## src/rtl/oled_pkg.sv

```systemverilog
// Shared SSD1306 constants and sequencer state encoding; no logic, no latency.
// Reused by the pixel-data writer, which also drives the SPI byte transmitter.
package oled_pkg;

    typedef enum logic [2:0] {
        ST_IDLE   = 3'd0,
        ST_RST_LO = 3'd1,
        ST_WAKE   = 3'd2,
        ST_FETCH  = 3'd3,
        ST_LATCH  = 3'd4,
        ST_SHIFT  = 3'd5,
        ST_GAP    = 3'd6,
        ST_DONE   = 3'd7
    } state_t;

    localparam logic DC_CMD        = 1'b0;
    localparam logic DC_DATA       = 1'b1;
    localparam logic SPI_IDLE_SCLK = 1'b0;

    function automatic int max3(input int a, input int b, input int c);
        int m;
        m = (a > b) ? a : b;
        return (m > c) ? m : c;
    endfunction

endpackage

```

## src/rtl/oled_spi_byte_tx.sv

```systemverilog
// SPI mode-0 byte shifter, MSB first: 16*CLK_DIV clk per byte after load, no backpressure.
// byte_done is high in the cycle whose closing edge makes the 8th falling SCLK edge.
module oled_spi_byte_tx
    import oled_pkg::*;
#(
    parameter int CLK_DIV = 4
) (
    input  logic       clk,
    input  logic       rst_n,
    input  logic       load,
    input  logic [7:0] data,
    output logic       sclk,
    output logic       sdin,
    output logic       byte_done
);

    localparam int DW = (CLK_DIV > 1) ? $clog2(CLK_DIV) : 1;
    localparam logic [DW-1:0] DIV_LAST = DW'(CLK_DIV - 1);

    logic          active;
    logic [DW-1:0] div_cnt;
    logic [2:0]    bit_cnt;
    logic [6:0]    rest;
    logic          half_end;

    assign half_end  = active && (div_cnt == DIV_LAST);
    assign byte_done = half_end && sclk && (bit_cnt == 3'd7);

    always_ff @(posedge clk or negedge rst_n) begin
        if (!rst_n) begin
            active  <= 1'b0;
            div_cnt <= '0;
            bit_cnt <= '0;
            rest    <= '0;
            sclk    <= SPI_IDLE_SCLK;
            sdin    <= 1'b0;
        end else if (load) begin
            active  <= 1'b1;
            div_cnt <= '0;
            bit_cnt <= '0;
            rest    <= data[6:0];
            sclk    <= SPI_IDLE_SCLK;
            sdin    <= data[7];
        end else if (active) begin
            if (half_end) begin
                div_cnt <= '0;
                if (!sclk) begin
                    sclk <= 1'b1;
                end else begin
                    // Data only moves on the falling edge so it is stable across the next rise.
                    sclk <= 1'b0;
                    if (bit_cnt == 3'd7) begin
                        active <= 1'b0;
                    end else begin
                        bit_cnt <= bit_cnt + 1'b1;
                        sdin    <= rest[6];
                        rest    <= {rest[5:0], 1'b0};
                    end
                end
            end else begin
                div_cnt <= div_cnt + 1'b1;
            end
        end
    end

endmodule

```

## src/rtl/oled_init_seq.sv

```systemverilog
// OLED init sequencer: panel reset, wake delay, then CMD_COUNT RAM bytes over SPI; no backpressure.
// OLED_INIT_START_EN adds a start input; otherwise the sequence runs one cycle after reset release.
module oled_init_seq
    import oled_pkg::*;
#(
    parameter int ADDR_WIDTH  = 5,
    parameter int CMD_COUNT   = 26,
    parameter int CLK_DIV     = 4,
    parameter int RST_CYCLES  = 1000,
    parameter int WAKE_CYCLES = 1000
) (
    input  logic                  clk,
    input  logic                  rst_n,
`ifdef OLED_INIT_START_EN
    input  logic                  start,
`endif
    output logic                  cmd_re_n,
    output logic [ADDR_WIDTH-1:0] cmd_addr,
    input  logic [7:0]            cmd_data,
    output logic                  oled_res,
    output logic                  oled_cs_n,
    output logic                  oled_dc,
    output logic                  oled_sclk,
    output logic                  oled_sdin,
    output logic                  busy,
    output logic                  done
);

    localparam int DLY_W = $clog2(max3(RST_CYCLES, WAKE_CYCLES, CLK_DIV) + 1);
    localparam logic [DLY_W-1:0]      RST_LAST  = DLY_W'(RST_CYCLES - 1);
    localparam logic [DLY_W-1:0]      WAKE_LAST = DLY_W'(WAKE_CYCLES - 1);
    localparam logic [DLY_W-1:0]      GAP_LAST  = DLY_W'(CLK_DIV - 1);
    localparam logic [ADDR_WIDTH-1:0] IDX_LAST  = ADDR_WIDTH'(CMD_COUNT - 1);

    state_t                  state, state_nxt;
    logic [DLY_W-1:0]        dly, dly_nxt;
    logic [ADDR_WIDTH-1:0]   idx, idx_nxt;
    logic                    tx_load;
    logic                    tx_done;
    logic                    go;

`ifdef OLED_INIT_START_EN
    assign go = start;
`else
    assign go = 1'b1;
`endif

    always_comb begin
        state_nxt = state;
        dly_nxt   = dly;
        idx_nxt   = idx;
        tx_load   = 1'b0;
        case (state)
            ST_IDLE: begin
                if (go) begin
                    state_nxt = ST_RST_LO;
                    dly_nxt   = '0;
                end
            end
            ST_RST_LO: begin
                if (dly == RST_LAST) begin
                    state_nxt = ST_WAKE;
                    dly_nxt   = '0;
                end else begin
                    dly_nxt = dly + 1'b1;
                end
            end
            ST_WAKE: begin
                if (dly == WAKE_LAST) begin
                    state_nxt = ST_FETCH;
                    dly_nxt   = '0;
                    idx_nxt   = '0;
                end else begin
                    dly_nxt = dly + 1'b1;
                end
            end
            ST_FETCH: state_nxt = ST_LATCH;
            ST_LATCH: begin
                tx_load   = 1'b1;
                state_nxt = ST_SHIFT;
            end
            ST_SHIFT: begin
                if (tx_done) begin
                    state_nxt = ST_GAP;
                    dly_nxt   = '0;
                end
            end
            ST_GAP: begin
                if (dly == GAP_LAST) begin
                    dly_nxt = '0;
                    if (idx == IDX_LAST) begin
                        state_nxt = ST_DONE;
                    end else begin
                        idx_nxt   = idx + 1'b1;
                        state_nxt = ST_FETCH;
                    end
                end else begin
                    dly_nxt = dly + 1'b1;
                end
            end
            ST_DONE: state_nxt = ST_DONE;
            default: state_nxt = ST_IDLE;
        endcase
    end

    // Outputs are registered from the next state so they change cleanly with the state itself.
    always_ff @(posedge clk or negedge rst_n) begin
        if (!rst_n) begin
            state     <= ST_IDLE;
            dly       <= '0;
            idx       <= '0;
            cmd_re_n  <= 1'b1;
            oled_res  <= 1'b0;
            oled_cs_n <= 1'b1;
            busy      <= 1'b0;
            done      <= 1'b0;
        end else begin
            state     <= state_nxt;
            dly       <= dly_nxt;
            idx       <= idx_nxt;
            cmd_re_n  <= (state_nxt != ST_FETCH);
            oled_res  <= !(state_nxt inside {ST_IDLE, ST_RST_LO});
            oled_cs_n <= !(state_nxt inside {ST_LATCH, ST_SHIFT});
            busy      <= !(state_nxt inside {ST_IDLE, ST_DONE});
            done      <= (state_nxt == ST_DONE);
        end
    end

    assign cmd_addr = idx;
    assign oled_dc  = DC_CMD;

    oled_spi_byte_tx #(
        .CLK_DIV (CLK_DIV)
    ) u_tx (
        .clk       (clk),
        .rst_n     (rst_n),
        .load      (tx_load),
        .data      (cmd_data),
        .sclk      (oled_sclk),
        .sdin      (oled_sdin),
        .byte_done (tx_done)
    );

endmodule

```

## config.mk

```make
export PLATFORM = sky130hd
export DESIGN_NAME = oled_init_seq
export DESIGN_NICKNAME = d
export VERILOG_FILES = /design/src/rtl/oled_pkg.sv /design/src/rtl/oled_spi_byte_tx.sv /design/src/rtl/oled_init_seq.sv
export SDC_FILE = /design/constraint.sdc
export NUM_CORES = 1
export LEC_CHECK = 0
export CAP_MARGIN = 20
export CELL_PAD_IN_SITES_DETAIL_PLACEMENT = 0
export CELL_PAD_IN_SITES_GLOBAL_PLACEMENT = 2
export CORE_MARGIN = 5
export CORE_UTILIZATION = 25
export CTS_CLUSTER_DIAMETER = 60
export DETAILED_ROUTE_END_ITERATION = 7
export MAX_ROUTING_LAYER = met4
export PLACE_DENSITY = 0.66
export RECOVER_POWER = 25
export SETUP_SLACK_MARGIN = 0.05
export SYNTH_ARGS = -nofsm -noshare
export SYNTH_HDL_FRONTEND = slang
export SYNTH_SLANG_ARGS = --single-unit
```

## constraint.sdc

```tcl
create_clock -name clk -period 5.19 [get_ports clk]
set_input_delay 1.2975 -clock clk [delete_from_list [all_inputs] [get_ports clk]]
set_output_delay 1.2975 -clock clk [all_outputs]
set_load 0.01 [all_outputs]
```

==> flow_summary.ini <==
[timing]
fmax_mhz = 362
min_period_ns = 2.76
holdWs_ns = 0.537
maxSlewViolCount = 39
finalSetupTns_ns = 0
finClkSkew_ns = 0.00391
setup_viol = 0
min_period_over_period_pct = 53.2
worst_pin_slew_ns = 2.06
hold_viol = 0
rsz0062_at_grt = no
slew-limit-headroom_pct = -37.2

[synthesis]
synth_area_leaders = dfrtp_1 44%, mux2i_1 6.3%, ha_1 3.6%
synth_largest_area_cell = dfrtp_1
syn_area_per_cell_sq_um = 9.93
ys.flop_type = dfrtp_1
syn_nets = 224
seq_area_frac_synth_pct = 46.2
synth_warnings = 0
ys_ff_latch = 38
synth_cell_types = 48
synth_area_sq_um = 2060
synth_edf_count = 0
async_flop_share_pct = 100
synth_top_area_share_pct = 43.6
synth_cells = 208

[critical_path]
path_buf_inv = 1
start_kind = input pin
cp_slowest_stage_delay_ns = 1.44
r2r_setup_slack_ns = 3.07
cp.required_ns = 5.20
rr_endpoint = dly[0]
cp.arrival_ns = 2.77
r2r_cells = 5
crit_family = buffers and inverters
reg2reg_from = dly[0]
critPathSlowestCell = clkbuf_1
path_class = input pin to asynchronous set/reset pin
crit_chain = clkbuf_1
path_max_fanout = 38
cp-end-kind = asynchronous set/reset pin

[drt]
viasPerCell = 4.84
drtAntennaViolNets = 0
avgRoutedWirePerCell_um = 13.9
drt_iter0_drc = 82
dr_total_vias = 1592
drt_wl_total_um = 4580
dr.pass1.iters = 4
drc = 0

[grt]
grt_max_degree = 39
grt_pass1_vias = 1507
grt-ovfl-total = 0
track_usage_pct = 9.88
grt_first_pass_wirelength_um = 7710
antenna_found_initial = 0

[clocking]
cts_buffers = 5
cts_tree = done
cts.reportedPaths.clkPinSlew_ns = 0.08
htree_levels = 2
hold_buffers = 0
clock-sinks = 38
cts_root_buffer = clkbuf_8
postCtsSetupBuffers = 0
cts_buffer_depth = 2
cts_resized = 0
clkLatencyLatePin_ns = 0.30

[finish]
layout_common_cells = 36 x dfrtp_1, 20 x clkdlybuf4s50_1, 18 x nand2_1
final_common_cell = dfrtp_1
layoutNonFillerInstCount = 329
n_antenna_cell = 0
fin_nets = 239
drive_above_1_share_pct = 8.48
syn2layout_area_growth_pct = 18.2

[power_and_ir_drop]
p_total_mw = 0.570
leakage_nw = 1.00
power_density_nw_per_um2 = 233
ir_drop_uv = 96.2

[place]
gp_congestion = 0.716
dp.cells = 321
dp_hpwl_um = 3120
io_buffers = 21

[die]
rows = 33
dieArea_sq_um = 10200
ios = 23
core_sq_um = 8130
initial_core_util_pct = 25.4
die_w_um = 101
die_h_um = 101

[outcome]
violations = capacitance limit, slew limit
status = complete, but fails checks

[worst_hold_path]
whs_path_depth = 2
hold_end = u_tx.bit_cnt[2]
hold_class = flip-flop to flip-flop
hp-start = u_tx.bit_cnt[2]

[run]
drv_cap = 1
## cell usage after synthesis, drive strengths merged (2+ instances only)
cell type and instances:
a31oi 2, clkbuf 7, nand3 6, inv 6, o21bai 2, xor2 3
and3 3, or4b 2, or3 5, dfrtp 36, nand2 18, nand2b 3
buf 7, o31ai 3, o41ai 2, dfstp 2, a21o 3, nor2 15
o221ai 2, a21oi 10, nand4 9, nor3 7, mux2i 13, a2111oi 2
o21ai 14, nor4 3, ha 6, or4 4
## metal layers
metal / routed length (um) / GRT usage, % / up-vias / part of all wire, %
met1: 2350 / 13.5 / 768 / 51
met3: 148 / 2.28 / 8 / 3.2
li1: - / - / 797 / -
met5: 0 / - / - / 0
met2: 2000 / 14.0 / 19 / 44
met4: 82 / 4.04 / 0 / 1.8
## stage by stage
| step | utilization, % | worst slack, ns | cell area (sq um) |
|---|---|---|---|
| after global routing | 30.0 | 1.90 | 2440 |
| after floorplan | - | 3.37 | 2060 |
| after global placement | 28.7 | 2.88 | 2340 |
| after detailed placement | 28.7 | 2.87 | 2340 |
| after CTS | 30.1 | 2.53 | 2450 |
| final | 30.0 | 2.43 | 2440 |
## power by group
| part | internal [mW] | switching (mW) | total [mW] |
|---|---|---|---|
| Clock | 0.143 | 0.119 | 0.262 |
| Sequential | 0.296 | 0 | 0.296 |
| Combinational | 0.00537 | 0.00671 | 0.0121 |
## layout make-up
cell class	count	area, sq um
fill	859	5690
sequential	38	953
clock inverter	3	45.0
clock buffer	5	68.8
tap	105	131
multi-input combinational	150	1010
timing repair buffer	22	208
inverter	6	22.5
## how the worst max path moves through the flow
| stage | startpoint | end | depth (start not counted) |
|---|---|---|---|
| final | rst_n | cmd_addr[3] | 1 |
| after global routing | rst_n | u_tx.rest[4] | 1 |
| after CTS | cmd_re_n | cmd_re_n | 1 |
| after detailed placement | cmd_re_n | cmd_re_n | 1 |
| after global placement | cmd_re_n | cmd_re_n | 1 |
| after floorplan | cmd_re_n | cmd_re_n | 0 |
## flip-flops by register name, indices dropped and copies added, names as in the netlist, 2 cells and up
name and flops:
u_tx.div_cnt 2, dly 10, state 3, u_tx.bit_cnt 3, u_tx.rest 7, cmd_addr 5
## kinds of logic after synthesis
kind of cell / after synthesis / synth area share [%]
AO/OA/AOI/OAI: 44 / 14.2
flip-flops: 38 / 46.2
AND/OR/NAND/NOR: 82 / 22.7
adder cells (fa/ha/maj): 6 / 3.64
other: 1 / 0.182
XOR/XNOR: 3 / 1.27
multiplexers: 14 / 7.03
buffers and inverters: 20 / 4.79
(Power assumes the default switching activity.)
